File: config.mk
export PLATFORM = sky130hd
export DESIGN_NAME = rx_sample_framer
export DESIGN_NICKNAME = d
export VERILOG_FILES = /design/src/rtl/rx_sample_framer.sv
export SDC_FILE = /design/constraint.sdc
export NUM_CORES = 1
export LEC_CHECK = 0
export CORE_MARGIN = 2
export CORE_UTILIZATION = 60
export DETAILED_ROUTE_END_ITERATION = 8
export PLACE_DENSITY = 0.85
export RECOVER_POWER = 50
export SETUP_SLACK_MARGIN = 0.05
export SLEW_MARGIN = 5
export SYNTH_ARGS = -nofsm -noshare
export SYNTH_HDL_FRONTEND = slang
export SYNTH_SLANG_ARGS = --single-unit
File: constraint.sdc
create_clock -name clk -period 5.8 [get_ports clk]
set_input_delay 1.16 -clock clk [delete_from_list [all_inputs] [get_ports clk]]
set_output_delay 1.16 -clock clk [all_outputs]
set_load 0.01 [all_outputs]
File: src/rtl/rx_sample_framer.sv
// rtl/rx_sample_framer.sv - RX sample FIFO and framer: header + N samples, overrun error frame
module rx_sample_framer #(
    parameter int BASE    = 176,
    parameter int FIFO_AW = 4
) (
    input  logic        clk,
    input  logic        rst,
    input  logic        set_stb,
    input  logic [7:0]  set_addr,
    input  logic [31:0] set_data,
    input  logic [31:0] sample,
    input  logic        strobe,
    output logic        run,
    output logic [35:0] data_o,
    output logic        src_rdy_o,
    input  logic        dst_rdy_i,
    output logic        overrun,
    output logic [31:0] debug
);
    typedef enum logic [2:0] {
        S_IDLE = 3'd0,
        S_HDR  = 3'd1,
        S_BODY = 3'd2,
        S_ERR  = 3'd3
    } state_t;

    localparam int DEPTH = 1 << FIFO_AW;
    localparam logic [7:0] ADDR_LEN = 8'(BASE);
    localparam logic [7:0] ADDR_CTL = 8'(BASE + 1);

    state_t               state_q, state_d;
    logic [15:0]          len_q, len_d;
    logic                 enable_q, enable_d;
    logic                 run_q, run_d;
    logic                 overrun_q, overrun_d;
    logic                 err_pend_q, err_pend_d;
    logic [15:0]          acc_q, acc_d;
    logic [11:0]          seq_q, seq_d;
    logic [15:0]          flen_q, flen_d;
    logic [15:0]          rem_q, rem_d;
    logic                 sent_q, sent_d;
    logic [FIFO_AW-1:0]   wr_ptr_q, rd_ptr_q;
    logic [FIFO_AW:0]     cnt_q, cnt_d;
    logic [31:0]          mem_q [DEPTH];

    logic        wr_len, wr_ctl, run_start;
    logic [15:0] len_eff;
    logic        fifo_full, fifo_empty, fifo_rd, fifo_wr, wr_req, ovr_evt;
    logic        body_eof, err_clr;
    logic        unused_ok;

    assign unused_ok  = &{1'b0, set_data[31:16]};
    assign wr_len     = set_stb && (set_addr == ADDR_LEN);
    assign wr_ctl     = set_stb && (set_addr == ADDR_CTL);
    assign run_start  = wr_ctl && set_data[0];
    assign len_eff    = (len_q == 16'd0) ? 16'd1 : len_q;
    assign fifo_full  = (cnt_q == (FIFO_AW+1)'(DEPTH));
    assign fifo_empty = (cnt_q == '0);
    assign fifo_rd    = (state_q == S_BODY) && !fifo_empty && dst_rdy_i;
    assign wr_req     = strobe && run_q;
    // A pop in the same cycle frees the slot, so a full FIFO still accepts.
    assign fifo_wr    = wr_req && (!fifo_full || fifo_rd);
    assign ovr_evt    = wr_req && fifo_full && !fifo_rd;
    assign body_eof   = (rem_q == 16'd1) || (err_pend_q && cnt_q == (FIFO_AW+1)'(1));

    always_comb begin
        state_d   = state_q;
        seq_d     = seq_q;
        flen_d    = flen_q;
        rem_d     = rem_q;
        sent_d    = sent_q;
        err_clr   = 1'b0;
        src_rdy_o = 1'b0;
        data_o    = '0;
        case (state_q)
            S_IDLE: begin
                if (!fifo_empty) begin
                    state_d = S_HDR;
                    flen_d  = len_eff;
                end
            end
            S_HDR: begin
                src_rdy_o = 1'b1;
                data_o    = {2'b00, 1'b0, 1'b1, seq_q, 4'h0, flen_q};
                if (dst_rdy_i) begin
                    seq_d   = seq_q + 12'd1;
                    rem_d   = flen_q;
                    sent_d  = 1'b0;
                    state_d = S_BODY;
                end
            end
            S_BODY: begin
                if (!fifo_empty) begin
                    src_rdy_o = 1'b1;
                    data_o    = {2'b00, body_eof, 1'b0, mem_q[rd_ptr_q]};
                    if (fifo_rd) begin
                        rem_d  = rem_q - 16'd1;
                        sent_d = 1'b1;
                        if (body_eof) state_d = err_pend_q ? S_ERR : S_IDLE;
                    end
                end else if (err_pend_q && !sent_q) begin
                    state_d = S_ERR;
                end
            end
            S_ERR: begin
                src_rdy_o = 1'b1;
                data_o    = {2'b00, 1'b1, 1'b1, seq_q, 4'h1, 16'h0000};
                if (dst_rdy_i) begin
                    seq_d   = seq_q + 12'd1;
                    err_clr = 1'b1;
                    state_d = S_IDLE;
                end
            end
            default: state_d = S_IDLE;
        endcase
    end

    always_comb begin
        len_d      = wr_len ? set_data[15:0] : len_q;
        enable_d   = enable_q;
        overrun_d  = overrun_q;
        err_pend_d = err_pend_q;
        acc_d      = acc_q;
        if (wr_ctl) begin
            enable_d = set_data[0];
            if (set_data[0]) overrun_d = 1'b0;
        end
        if (err_clr) err_pend_d = 1'b0;
        if (fifo_wr)
            acc_d = ({1'b0, acc_q} + 17'd1 >= {1'b0, len_eff}) ? 16'd0 : acc_q + 16'd1;
        if (run_start && !run_q) acc_d = 16'd0;
        if (ovr_evt) begin
            enable_d   = 1'b0;
            overrun_d  = 1'b1;
            err_pend_d = 1'b1;
            acc_d      = 16'd0;
        end
        // With enable cleared, keep running until the accept counter closes the frame.
        run_d = !ovr_evt && (run_start || (run_q && (enable_d || acc_d != 16'd0)));
        cnt_d = cnt_q;
        if (fifo_wr && !fifo_rd)      cnt_d = cnt_q + (FIFO_AW+1)'(1);
        else if (!fifo_wr && fifo_rd) cnt_d = cnt_q - (FIFO_AW+1)'(1);
    end

    always_ff @(posedge clk) begin
        if (rst) begin
            state_q    <= S_IDLE;
            len_q      <= 16'd1;
            enable_q   <= 1'b0;
            run_q      <= 1'b0;
            overrun_q  <= 1'b0;
            err_pend_q <= 1'b0;
            acc_q      <= '0;
            seq_q      <= '0;
            flen_q     <= 16'd1;
            rem_q      <= '0;
            sent_q     <= 1'b0;
            wr_ptr_q   <= '0;
            rd_ptr_q   <= '0;
            cnt_q      <= '0;
        end else begin
            state_q    <= state_d;
            len_q      <= len_d;
            enable_q   <= enable_d;
            run_q      <= run_d;
            overrun_q  <= overrun_d;
            err_pend_q <= err_pend_d;
            acc_q      <= acc_d;
            seq_q      <= seq_d;
            flen_q     <= flen_d;
            rem_q      <= rem_d;
            sent_q     <= sent_d;
            cnt_q      <= cnt_d;
            if (fifo_wr) wr_ptr_q <= wr_ptr_q + FIFO_AW'(1);
            if (fifo_rd) rd_ptr_q <= rd_ptr_q + FIFO_AW'(1);
        end
    end

    always_ff @(posedge clk) begin
        if (fifo_wr) mem_q[wr_ptr_q] <= sample;
    end

    assign run     = run_q;
    assign overrun = overrun_q;
    assign debug   = {state_q, cnt_q, seq_q, run_q, overrun_q, {(14-FIFO_AW){1'b0}}};
endmodule

Yosys cells after proc, flatten, opt, wreduce, memory -nomap -nowiden:

Memories as Yosys holds them, arrays and structs flattened. A register that Yosys moved wholly into a read port is not among the register bits.
Cells that the tools add are included.

* bitwise operators: 1
* reduce and logical (&&, ||, !) cells: 42
* $add $sub $neg: 8
* equal/unequal tests: 16
* multiplexer cells: 41
* magnitude comparators: 1

Operators with widths (count)
* 2-to-1 mux 16 bit: 8
* one-hot mux 34 bit (3 select lines): 1
* 2-to-1 mux 34 bit: 1
* one-hot mux 16 bit (2 select lines): 1
* 2-to-1 mux 3 bit: 7
* adder 16 x 1 -> 17 bit (second input constant): 1
* greater-or-equal comparator 17 x 16 -> 1 bit: 1
* adder 16 x 1 -> 16 bit (second input constant): 1
* == test 16 x 1 -> 1 bit (second input constant): 1
* == test 8 bit (second input constant): 2
* logical AND 1 bit: 16
* zero test 16 bit: 1
* nonzero test 16 bit: 1
* subtractor 16 x 1 -> 16 bit (second input constant): 1
* 2-to-1 mux 1 bit: 15
* adder 12 x 1 -> 12 bit (second input constant): 1
* one-hot mux 3 bit (4 select lines): 1
* 2-to-1 mux 5 bit: 2
* inequality test 2 bit (second input constant): 5
* nonzero test 2 bit: 5
* adder 4 x 1 -> 4 bit (second input constant): 2
* 2-to-1 mux 4 bit: 2
* zero test 1 bit: 7
* == test 3 x 2 -> 1 bit (second input constant): 2
* other kinds (17): 24

* output and inout port bits: 71
* logic and storage cells: 124
* memories kept: 1
* bits of input ports: 77
* memory bits (writable): 512
* bits in registers: 97

Memories
* mem_q: words 16, width 32, read ports 1, clocked after Yosys merged registers in 1, wr ports 1, RTL line 44 `logic [31:0] mem_q [DEPTH];`

Depth between registers and ports, before layout:

Gate-level depths: netlist (run 1).

* word-level depth: 14
* gate-level depth with buffers: 17
* depth with buffers taken out: 14

Least setup slack after synthesis (run 1):

Ideal clock, no wire load.

* path kind: input to register
* start: in dst_rdy_i
* end: mem mem_q[15][0] (enable)
* stages: 8
* data arrival time: 3265 ps
* path buffers: 3
* library setup time: 391 ps
* path slack: 2144 ps
* data required time: 5409 ps
* cell sequence: clkbuf_1 > nand3b_1 > nand4_1 > nand2_1 > inv_1 > clkbuf_1 > clkbuf_1 > and4_1

* cells in the longest elaborated chain, start to end: 5

RTL lines
* start: declaration: RTL line 16 `input logic dst_rdy_i,`
* logical AND 1 bit: RTL line 59 `assign fifo_rd = (state_q == S_BODY) && !fifo_empty && dst_rdy_i;`
* logical OR 1 bit: RTL line 62 `assign fifo_wr = wr_req && (!fifo_full || fifo_rd);`
* logical AND 1 bit: RTL line 62
* via fifo_wr: RTL line 48 `logic fifo_full, fifo_empty, fifo_rd, fifo_wr, wr_req, ovr_evt;`
* 2-to-1 mux 1 bit: RTL line 180 `if (fifo_wr) mem_q[wr_ptr_q] <= sample;`
* 2-to-1 mux 1 bit (not written as such): RTL line 180
* end: declaration: RTL line 44

The timed path passes the listed nets, and every way through them passes these cells.

Worst setup path after layout (run 1):

* start: reg state_q[1]
* end: out data_o[11]

* cells in the longest elaborated chain, start to end: 2

RTL lines
* start: declaration: RTL line 31 `state_t state_q, state_d;`
* start signal: assignment: RTL line 162 `state_q <= state_d;`
* == test 3 x 2 -> 1 bit / == test 3 x 1 -> 1 bit (equally long branches): RTL line 75 `case (state_q)`
* one-hot mux 34 bit (3 select lines) (*): RTL line 75
* end: declaration: RTL line 14 `output logic [35:0] data_o,`

Mark *: on every way between the ends. The rest lies on a longest branch, timed or not.

==> reports/qor.txt, run 1 <==
leakage power = 9.02 nW
Max VDD drop = 0.000215 V
core area = 41,000 sq um
outcome = finished, violations left
Post-synth top cells = edfxtp_1, mux4_2, dfxtp_1
cell family with most CP delay = simple AND/OR/NAND/NOR gates
clock buffer depth = 3
sequential power share = 55.2%
Top FF cell, synth = edfxtp_1
drt first pass iters = 6
Inst Count DP = 2,042
root buffer cell = clkbuf_16
highest clock rate = 201 MHz
min-delay worst type = reg -> reg
sequential share of the synthesized area = 69.4%
Syn Std Cell Area = 25,000 sq um
cts bufs inserted = 59
Initial Util = 61.0%
Synth top area share = 61.4%
Layout area overhead = 14.2%
final setup violation count = 0
Cell Area, Placed = 26,700 sq um
vias per cell = 6.63
Rel. slew slack = -12.6%
Iteration-0 DRC Markers = 2,152
Comb power frac = 1.2%
hold_buf cts = 0
Die X = 208 um
Final ANT Viol Nets = 0
Nets = 1,677
DR vias = 14,300
Die ar. = 43,400 sq um
WS Path Type = reg -> out
CTS tree = built
postcts setup bufs = 0
Worst path slowest cell = nor2_2
RSZ-0062 raised after global routing = false
Worst-Margin Slew = 1.69 ns
max-cap viol count = 1
RePlAce Congestion = 0.877
CP max stage delay = 0.82 ns
Int Pwr = 6.85 mW
Crit path required time = 4.64 ns
Worst setup EP type = output port
Rows = 74
warnings from Yosys = 0
Slew Limit Fails = 18
DRC Markers = 0
final hold vios = 0
clock slew at reported path FFs = 0.06 ns
# resized after CTS = 0
post-synthesis register bit count = 612
global-route wire length before repair = 90.9 mm
post-route setup TNS = 0 ns
Yosys top cell by area = edfxtp_1
critical path cell sequence = nand2b_1, nor2_2, buf_4, a22o_1, clkdlybuf4s50_1
largest net degree at the start of global routing = 60
switching pwr = 1.76 mW
Syn Inst Count = 1,458
Clock Skew = 0.0266 ns
Post-Layout Cell Count = 2,160
clock power share = 43.6%
violated checks = capacitance limit, slew limit
post-synth cell types = 65
Final Cell Area = 28,600 sq um
Critical Path Source Type = register
Die Height = 208 um
power per cell area = 301 nW/um^2
H-tree lvl count = 2
switch share = 20.4%
I/O pin cnt = 148
DR WL/cell = 28.3 um
minimum clock period = 4.99 ns
total gr overflow = 0
share of layout cells above drive strength 1 = 18.6%
syn_area_per_cell = 17.2 sq um
initial antenna violation count = 7
all-layer global routing usage = 28.4%
EDFF count, synth = 512
Worst EP arrival = 3.83 ns
top-count cell post-synth = edfxtp_1
vias in the first global route = 14,500
drt total wl = 61.2 mm
Buf/Inv on CP = 2
fin crit share = 86.0%
top post-synthesis cells by area = edfxtp_1, mux4_2, dfxtp_1, ha_1, nand2_1
Final HPWL DP = 33.0 mm
clk sinks = 612
CP max FO = 23
Clock Latency Late Sink = 0.65 ns
IO buf count = 118
asr flop ratio synth = 0%
Hold Slack = 0.469 ns
==> power groups by stage <==
stage / Combinational [mW] / Sequential, mW / Clock (mW)
final: 0.102 / 4.75 / 3.75
after global routing: 0.111 / 4.75 / 3.94
after CTS: 0.104 / 4.75 / 3.77
after detailed placement: 0.103 / 4.85 / 0
after global placement: 0.0954 / 4.85 / 0
after floorplan: 0.0231 / 4.85 / 0
==> metrics by stage <==
stage	util [%]	power [mW]	worst slack, ns
2_1_floorplan	-	4.87	2.14
3_3_place_gp	65.2	4.94	1.31
3_5_place_dp	65.2	4.95	1.17
4_1_cts	69.7	8.63	0.843
5_1_grt	69.7	8.80	0.632
6_report	69.7	8.61	0.814
==> path summary, 6_finish.rpt <==
kind	to	startpoint	slack [ns]	cells past startpoint
worst max register to register	cnt_q[3]	state_q[0]	1.71	10
worst max-delay path	data_o[11]	state_q[1]	0.81	5
worst min register to register	sent_q	sent_q	0.47	2
worst min-delay path	sent_q	sent_q	0.47	2
==> state kept, by name, summed over array words and instances, names as in the netlist, 2 cells and up, named ones only <==
name	flops
mem_q	512
acc_q	16
flen_q	16
len_q	16
rem_q	16
seq_q	12
cnt_q	5
rd_ptr_q	4
wr_ptr_q	4
state_q	2
==> cells in the final DEF, fill, tap and decap left out, types with 6 or more instances in the layout <==
cell             count
edfxtp_1           512
mux4_2             160
dfxtp_1             96
nand2_1             92
nor2_1              73
a21oi_1             63
clkdlybuf4s50_1     60
clkbuf_16           59
dlygate4sd3_1       57
inv_1               31
o21ai_0             30
a22o_1              29
ha_1                29
nand3_1             24
xnor2_1             18
mux2i_1             18
xor2_1              15
buf_4               15
nor3_1              14
clkinv_2            14
clkinv_1            14
nand4_1             13
conb_1              13
clkbuf_1            12
or3_1               11
nor2b_1              9
nor4_1               8
and3_1               8
and2_2               8
a22oi_1              7
diode_2              6
nand2b_1             6
a211oi_1             6
buf_12               6
==> layer usage <==
metal / wire (um) / up-vias / GRT usage [%]
li1: - / 5998 / -
met1: 23300 / 7261 / 37.8
met2: 30100 / 914 / 46.0
met3: 5590 / 152 / 6.07
met4: 2110 / 0 / 12.6
met5: 0 / - / 0
==> logic make-up (layout without fill, tap and decap cells) <==
kind of cell	after synthesis	after routing	synth area share (%)
AO/OA/AOI/OAI	171	171	4.47
XOR/XNOR	33	33	1.15
other	1	19	0.0150
adder cells (fa/ha/maj)	29	29	1.45
AND/OR/NAND/NOR	303	303	6.03
flip-flops	612	612	69.4
multiplexers	178	178	15.1
buffers and inverters	131	283	2.32
==> worst reg2reg max path: cells and delay by family (launching register included) <==
family                   cells  cell delay, ns
flip-flops                   1            0.32
AO/OA/AOI/OAI                1            0.20
adder cells (fa/ha/maj)      1            0.46
AND/OR/NAND/NOR              5            1.39
buffers and inverters        2            1.46
XOR/XNOR                     1            0.13
==> layout make-up <==
type | instances | area, sq um
fill | 2416 | 12400
tap | 532 | 666
inverter | 31 | 116
clock inverter | 42 | 349
clock buffer | 70 | 1520
antenna | 6 | 15.0
multi-input combinational | 727 | 7130
timing repair buffer | 140 | 1410
sequential | 612 | 17400
No activity file was read; power rests on OpenSTA's default activity.
==> inputs of run 2 (changes only) <==
Settings changed: SLEW_MARGIN 5 to 10.
==> results of run 2 <==
The final DEF is identical to that of run 1; final timing and power are the same.
